<file path="config.mk">
export PLATFORM = sky130hd
export DESIGN_NAME = ahb_lite_des_master
export DESIGN_NICKNAME = d
export VERILOG_FILES = /design/src/rtl/ahb_lite_des_master.sv
export SDC_FILE = /design/constraint.sdc
export NUM_CORES = 1
export LEC_CHECK = 0
export ABC_AREA = 1
export CAP_MARGIN = 20
export CELL_PAD_IN_SITES_DETAIL_PLACEMENT = 0
export CELL_PAD_IN_SITES_GLOBAL_PLACEMENT = 2
export CORE_MARGIN = 5
export CORE_UTILIZATION = 29
export CTS_BUF_LIST = sky130_fd_sc_hd__clkbuf_4 sky130_fd_sc_hd__clkbuf_8
export DETAILED_ROUTE_END_ITERATION = 16
export PLACE_DENSITY_LB_ADDON = 0.1
export SLEW_MARGIN = 20
export SYNTH_ARGS = -nofsm -noshare
export SYNTH_HDL_FRONTEND = slang
export SYNTH_SLANG_ARGS = --single-unit
</file>
<file path="constraint.sdc">
create_clock -name HCLK -period 1.85 [get_ports HCLK]
set_input_delay 0.37 -clock HCLK [delete_from_list [all_inputs] [get_ports HCLK]]
set_output_delay 0.37 -clock HCLK [all_outputs]
set_load 0.03 [all_outputs]
</file>
<file path="src/rtl/ahb_lite_des_master.sv">
// AHB-Lite master that loads keys/data into a memory-mapped DES slave, polls, reads the result.
// Build option: DES_MASTER_KEY_CACHE_EN skips the key writes when keys repeat a finished run.
module ahb_lite_des_master #(
    parameter logic [31:0] BASE_ADDR  = 32'h0000_0000,
    parameter int          POLL_LIMIT = 64
) (
    input  logic        HCLK,
    input  logic        HRESET,
    input  logic        start,
    input  logic        encr_decr,
    input  logic [63:0] data_in,
    input  logic [63:0] key1_in,
    input  logic [63:0] key2_in,
    input  logic [63:0] key3_in,
    output logic        busy,
    output logic        done,
    output logic        error,
    output logic [63:0] result,
    input  logic        HREADY,
    input  logic        HRESP,
    input  logic [63:0] HRDATA,
    output logic [31:0] HADDR,
    output logic        HWRITE,
    output logic [1:0]  HTRANS,
    output logic [2:0]  HSIZE,
    output logic [2:0]  HBURST,
    output logic [3:0]  HPROT,
    output logic        HMASTLOCK,
    output logic [63:0] HWDATA
);
    typedef enum logic [3:0] {
        IDLE, WKEY1, WKEY2, WKEY3, WDATA, WCTRL, POLL, RDRES, FINISH, FAULT
    } state_t;

    localparam logic [7:0] LIMIT = 8'(POLL_LIMIT);

    state_t      r_state, w_next;
    logic [63:0] r_key1, r_key2, r_key3, r_data, r_result, r_hwdata;
    logic        r_encr, r_dp_valid, r_dp_rd;
    logic [7:0]  r_poll_cnt;
    logic        w_cap, w_hit, w_err, w_rd_done, w_nonseq, w_acc, w_rd_pend;
    logic [7:0]  w_off;
    logic [63:0] w_wdata;

    assign w_cap     = start & (r_state inside {IDLE, FINISH, FAULT});
    assign w_err     = r_dp_valid & HRESP;
    assign w_rd_pend = r_dp_valid & r_dp_rd;
    assign w_rd_done = w_rd_pend & HREADY;
    assign w_acc     = w_nonseq & HREADY;

    assign busy      = (r_state != IDLE);
    assign done      = (r_state == FINISH);
    assign error     = (r_state == FAULT);
    assign result    = r_result;
    assign HWDATA    = r_hwdata;
    assign HTRANS    = w_nonseq ? 2'b10 : 2'b00;
    assign HADDR     = w_nonseq ? BASE_ADDR + {24'd0, w_off} : 32'd0;
    assign HSIZE     = 3'b011;
    assign HBURST    = 3'b000;
    assign HPROT     = 4'b0011;
    assign HMASTLOCK = 1'b0;

`ifdef DES_MASTER_KEY_CACHE_EN
    // r_key* still hold the previous run's keys until the next capture.
    logic r_cache_ok;
    always_ff @(posedge HCLK or negedge HRESET) begin
        if (!HRESET)                r_cache_ok <= 1'b0;
        else if (r_state == FINISH) r_cache_ok <= 1'b1;
        else if (r_state == FAULT)  r_cache_ok <= 1'b0;
    end
    assign w_hit = ((r_state == FINISH) | ((r_state == IDLE) & r_cache_ok))
                 & (key1_in == r_key1) & (key2_in == r_key2)
                 & (key3_in == r_key3);
`else
    assign w_hit = 1'b0;
`endif

    // Status/result reads wait for their own data phase before reissuing.
    always_comb begin
        w_nonseq = 1'b0;
        HWRITE   = 1'b0;
        w_off    = 8'h00;
        w_wdata  = r_hwdata;
        unique case (r_state)
            WKEY1: begin w_nonseq = 1'b1; HWRITE = 1'b1; w_off = 8'h00; w_wdata = r_key1; end
            WKEY2: begin w_nonseq = 1'b1; HWRITE = 1'b1; w_off = 8'h08; w_wdata = r_key2; end
            WKEY3: begin w_nonseq = 1'b1; HWRITE = 1'b1; w_off = 8'h10; w_wdata = r_key3; end
            WDATA: begin w_nonseq = 1'b1; HWRITE = 1'b1; w_off = 8'h18; w_wdata = r_data; end
            WCTRL: begin
                w_nonseq = 1'b1;
                HWRITE   = 1'b1;
                w_off    = 8'h20;
                w_wdata  = {62'd0, r_encr, 1'b1};
            end
            POLL:    begin w_nonseq = ~w_rd_pend; w_off = 8'h28; end
            RDRES:   begin w_nonseq = ~w_rd_pend; w_off = 8'h30; end
            default: ;
        endcase
    end

    always_comb begin
        w_next = r_state;
        unique case (r_state)
            IDLE, FINISH, FAULT:
                w_next = w_cap ? (w_hit ? WDATA : WKEY1) : IDLE;
            WKEY1: if (w_err) w_next = FAULT; else if (HREADY) w_next = WKEY2;
            WKEY2: if (w_err) w_next = FAULT; else if (HREADY) w_next = WKEY3;
            WKEY3: if (w_err) w_next = FAULT; else if (HREADY) w_next = WDATA;
            WDATA: if (w_err) w_next = FAULT; else if (HREADY) w_next = WCTRL;
            WCTRL: if (w_err) w_next = FAULT; else if (HREADY) w_next = POLL;
            POLL: begin
                if (w_err)
                    w_next = FAULT;
                else if (w_rd_done) begin
                    if (HRDATA[0])             w_next = RDRES;
                    else if (r_poll_cnt >= LIMIT) w_next = FAULT;
                end
            end
            RDRES: if (w_err) w_next = FAULT; else if (w_rd_done) w_next = FINISH;
            default: w_next = IDLE;
        endcase
    end

    always_ff @(posedge HCLK or negedge HRESET) begin
        if (!HRESET) begin
            r_state    <= IDLE;
            r_key1     <= '0;
            r_key2     <= '0;
            r_key3     <= '0;
            r_data     <= '0;
            r_encr     <= 1'b0;
            r_result   <= '0;
            r_hwdata   <= '0;
            r_dp_valid <= 1'b0;
            r_dp_rd    <= 1'b0;
            r_poll_cnt <= '0;
        end else begin
            r_state <= w_next;
            if (w_cap) begin
                r_key1     <= key1_in;
                r_key2     <= key2_in;
                r_key3     <= key3_in;
                r_data     <= data_in;
                r_encr     <= encr_decr;
                r_poll_cnt <= '0;
            end else if (w_acc && r_state == POLL) begin
                r_poll_cnt <= r_poll_cnt + 8'd1;
            end
            // An error response cancels the pending address phase.
            if (w_err) begin
                r_dp_valid <= 1'b0;
            end else if (HREADY) begin
                r_dp_valid <= w_nonseq;
                r_dp_rd    <= w_nonseq & ~HWRITE;
            end
            if (w_acc && HWRITE)
                r_hwdata <= w_wdata;
            if (r_state == RDRES && w_rd_done && !w_err)
                r_result <= HRDATA;
        end
    end
endmodule

</file>
==> summary.md <==
| Metric | Value |
|---|---|
| WP data arrival | 2.03 ns |
| Critical path peak fanout | 3 |
| Final setup margin | -0.551 ns |
| Die height | ~250 um |
| Vias in the first global route | ~16000 |
| Largest net degree at the start of global routing | 85 |
| Starting DRC count in detailed routing | about 900 |
| Max Slew Vio Count | 0 |
| Die area | about 65000 um2 |
| Synth cell types | 32 |
| Reg2Reg Depth | 12 |
| Required @ worst endpoint | 1.48 ns |
| WS Path Type | reg -> out |
| Synth Register Bits | around 400 |
| Synth Instances | 1980 |
| Layout cell share with drive strength beyond 1 | about a fifth |
| Clk root buf | clkbuf_8 |
| Seq/Total Area, Yosys | a little under three fifths |
| Final instance area | roughly 27000 um2 |
| Status | complete, but fails checks |
| Area post-placement | approximately 23000 um2 |
| Total CTS buffers | 76 |
| Final Hold Vio Count | 0 |
| Slew @ Worst Pin | 0.602 ns |
| PortBufs | about 460 |
| First-pass GRT wire length | 94000 um |
| All-Layer GR Usage | a little under a fifth |
| Final setup fails | 58 |
| CTS tree | built |
| P_leak | roughly 14 nW |
| Worst setup path endpoint | HADDR[5] |
| Hold Crit Class | in -> async |
| Initial core utilization | between 20% and 30% |
| H-tree Lvls | 3 |
| Placer Congestion | between 0.8 and 0.9 |
| ANT nets after route | 0 |
| Via-to-Cell Ratio | approximately 4.5 |
| Cells after DPL | between 3000 and 4000 |
| Layout Cells excl Fill | approximately 3400 |
| Drt wl/cell | around 21 um |
| DRC | 0 |
| CTS Sinks | 399 |
| Router iterations before antenna repair | 5 |
| Syn avg cell area | 8.76 um2 |
| Mapped cell area | ~17000 um2 |
| VDD IR max | approximately 770 uV |
| Place WS | -0.104 ns |
| Max Buffers Root-to-Sink | 3 |
| Max transition margin | 59.7% |
| PwrDens | between 1500 and 2000 nW/um2 |
| Detailed Place HPWL | 44200 um |
| Startpoint Class | flop |
| R2R setup slack | -0.04 ns |
| Worst Clk Skew | about 0.027 ns |
| Synth-to-layout area growth | 55.0% |
| Hold Slack | approximately 0.23 ns |
| DRT Wirelength | 70900 um |
| Reg-to-Reg End | r_key1[14]$_DFFE_PN0N_ |
| Critical path endpoint category | output pin |
| Overflow after GRT | 0 |
| Violated checks | setup timing |
| Core Region | between 50000 and 60000 um2 |
| Yosys warnings | 0 |
| Initial antenna violation count | 14 |
| Min cycle time layout | about 2.4 ns |
| Max cap viols | 0 |
| Via count | approximately 15000 |
| Final #Nets | between 2000 and 3000 |
| Launching element of the worst setup path | r_state[3]$_DFFE_PN0P_ |
| Io pins | a little over 500 |
| Die W | ~250 um |
| Clock transition at path regs | ~0.06 ns |
| Unrepaired setup endpoints after global routing | true |
| Clock Latency Late Sink | around 0.63 ns |
| Site Rows | around 90 |
| R2R Path Start | r_state[0]$_DFFE_PN0P_ |
| Fmax | approximately 420 MHz |
| Tcrit/Tclk final | 130% |
==> layout by cell type, fill, tap and decap left out, types with 3 or more instances in the layout <==
| cell | count |
|---|---|
| clkbuf_16 | 37 |
| o21ai_2 | 3 |
| dfrtp_1 | 396 |
| buf_12 | 36 |
| buf_8 | 5 |
| buf_4 | 45 |
| inv_2 | 4 |
| buf_16 | 13 |
| inv_4 | 3 |
| clkinv_2 | 3 |
| mux2_4 | 48 |
| nand3_1 | 80 |
| clkdlybuf4s50_1 | 324 |
| o21ai_1 | 61 |
| nand2_4 | 4 |
| nand4_1 | 5 |
| nand3_4 | 3 |
| dlygate4sd2_1 | 60 |
| nor2_1 | 14 |
| a21oi_1 | 66 |
| nand2_1 | 987 |
| nor2_4 | 13 |
| clkdlybuf4s15_2 | 29 |
| conb_1 | 41 |
| buf_6 | 21 |
| nand2_2 | 89 |
| mux2_2 | 15 |
| clkdlybuf4s15_1 | 39 |
| dfrtp_2 | 3 |
| inv_1 | 14 |
| o21ai_0 | 6 |
| diode_2 | 11 |
| nand2_8 | 5 |
| clkbuf_4 | 32 |
| clkbuf_8 | 99 |
==> per-stage QoR <==
stage               setup TNS (ns)  util, %  power (mW)
finish                       -3.65     45.5        43.4
global route                -14.71     45.5        46.4
CTS                         -12.07     42.5        39.6
detailed placement           -4.37     39.4        29.9
global placement             -4.36     39.4        29.6
floorplan                  -0.0628        -        23.1
==> area by class of cell <==
cell class | count | area [um2]
repair inverters | 4 | 55.1
diodes | 11 | 27.5
fillers | 5774 | 32200
multi-input cells | 1453 | 6940
repair buffers | 610 | 7150
inverters | 22 | 116
flip-flops and latches | 399 | 9990
clock buffers | 131 | 1600
clock inverters | 7 | 47.5
well taps | 773 | 967
==> per-layer routing <==
metal	part of all wire [%]	vias up	global-route usage (%)
met5	0.075	-	0
met4	2.1	6	5.60
met3	5.3	94	5.00
met2	49	410	30.8
met1	44	7529	24.5
li1	-	7360	-
==> state kept, by name, summed over array words and instances, names as in the netlist <==
signal,flops
HWDATA,64
r_data,64
r_dp_rd,1
r_dp_valid,1
r_encr,1
r_key1,64
r_key2,64
r_key3,64
r_poll_cnt,8
r_state,4
result,64
==> synthesized netlist by cell type, drive strengths merged <==
cell,number,share of area [%]
o21ai,70,2.0
conb,2,0.043
nand2,1083,23
nand4,5,0.18
a21o,1,0.043
buf,135,5.1
clkbuf,12,0.27
nor3,4,0.12
inv,22,0.49
mux2,63,5.1
o22ai,1,0.036
nor2,28,0.81
nand3b,1,0.043
dfrtp,399,58
xnor2,1,0.050
nor3b,1,0.043
a21oi,66,1.9
nand3,83,2.5
xor2,2,0.10
ha,1,0.072
==> worst min path at each step <==
stage                start                     end  slack (ns)  cells past startpoint
floorplan           HRESET   HWDATA[0]$_DFFE_PN0P_        0.07                      0
global placement    HRESET  HWDATA[12]$_DFFE_PN0P_        0.29                      1
detailed placement  HRESET  HWDATA[13]$_DFFE_PN0P_        0.29                      1
CTS                 HRESET  r_key2[16]$_DFFE_PN0N_        0.16                      2
global route        HRESET  r_key2[16]$_DFFE_PN0N_        0.19                      2
finish              HRESET  r_key2[16]$_DFFE_PN0N_        0.23                      2
==> what timing repair did <==
action                     4_1_cts  5_1_grt
cloned                           0       62
hold endpoints to repair        83        0
hold buffers                     1        0
pin swaps                        6       12
setup endpoints to repair      136      311
resized for setup              261      145
setup buffers                   10        7
==> critical path: stages (launching register included) <==
cell and delay, ns:
dfrtp_1 0.42, inv_2 0.11, buf_6 0.11, nand3_4 0.07, nand2_2 0.09, nor2_4 0.04
nand2_2 0.08, inv_4 0.04, nor3_4 0.21, buf_6 0.13, buf_12 0.11
==> power breakdown <==
| part | switching (mW) | total, mW | internal, mW |
|---|---|---|---|
| sequential | 2.00 | 14.1 | 12.1 |
| clock | 3.89 | 9.32 | 5.43 |
| combinational | 11.3 | 20.0 | 8.61 |
| total | 17.2 | 43.4 | 26.2 |
==> logic make-up after synthesis <==
family,synth area share [%]
other,0.0433
buffers and inverters,5.91
adder cells (fa/ha/maj),0.0721
multiplexers,5.13
flip-flops,57.5
AO/OA/AOI/OAI,4.00
XOR/XNOR,0.151
AND/OR/NAND/NOR,27.2
Note: power is estimated with default switching activity, not from simulation.
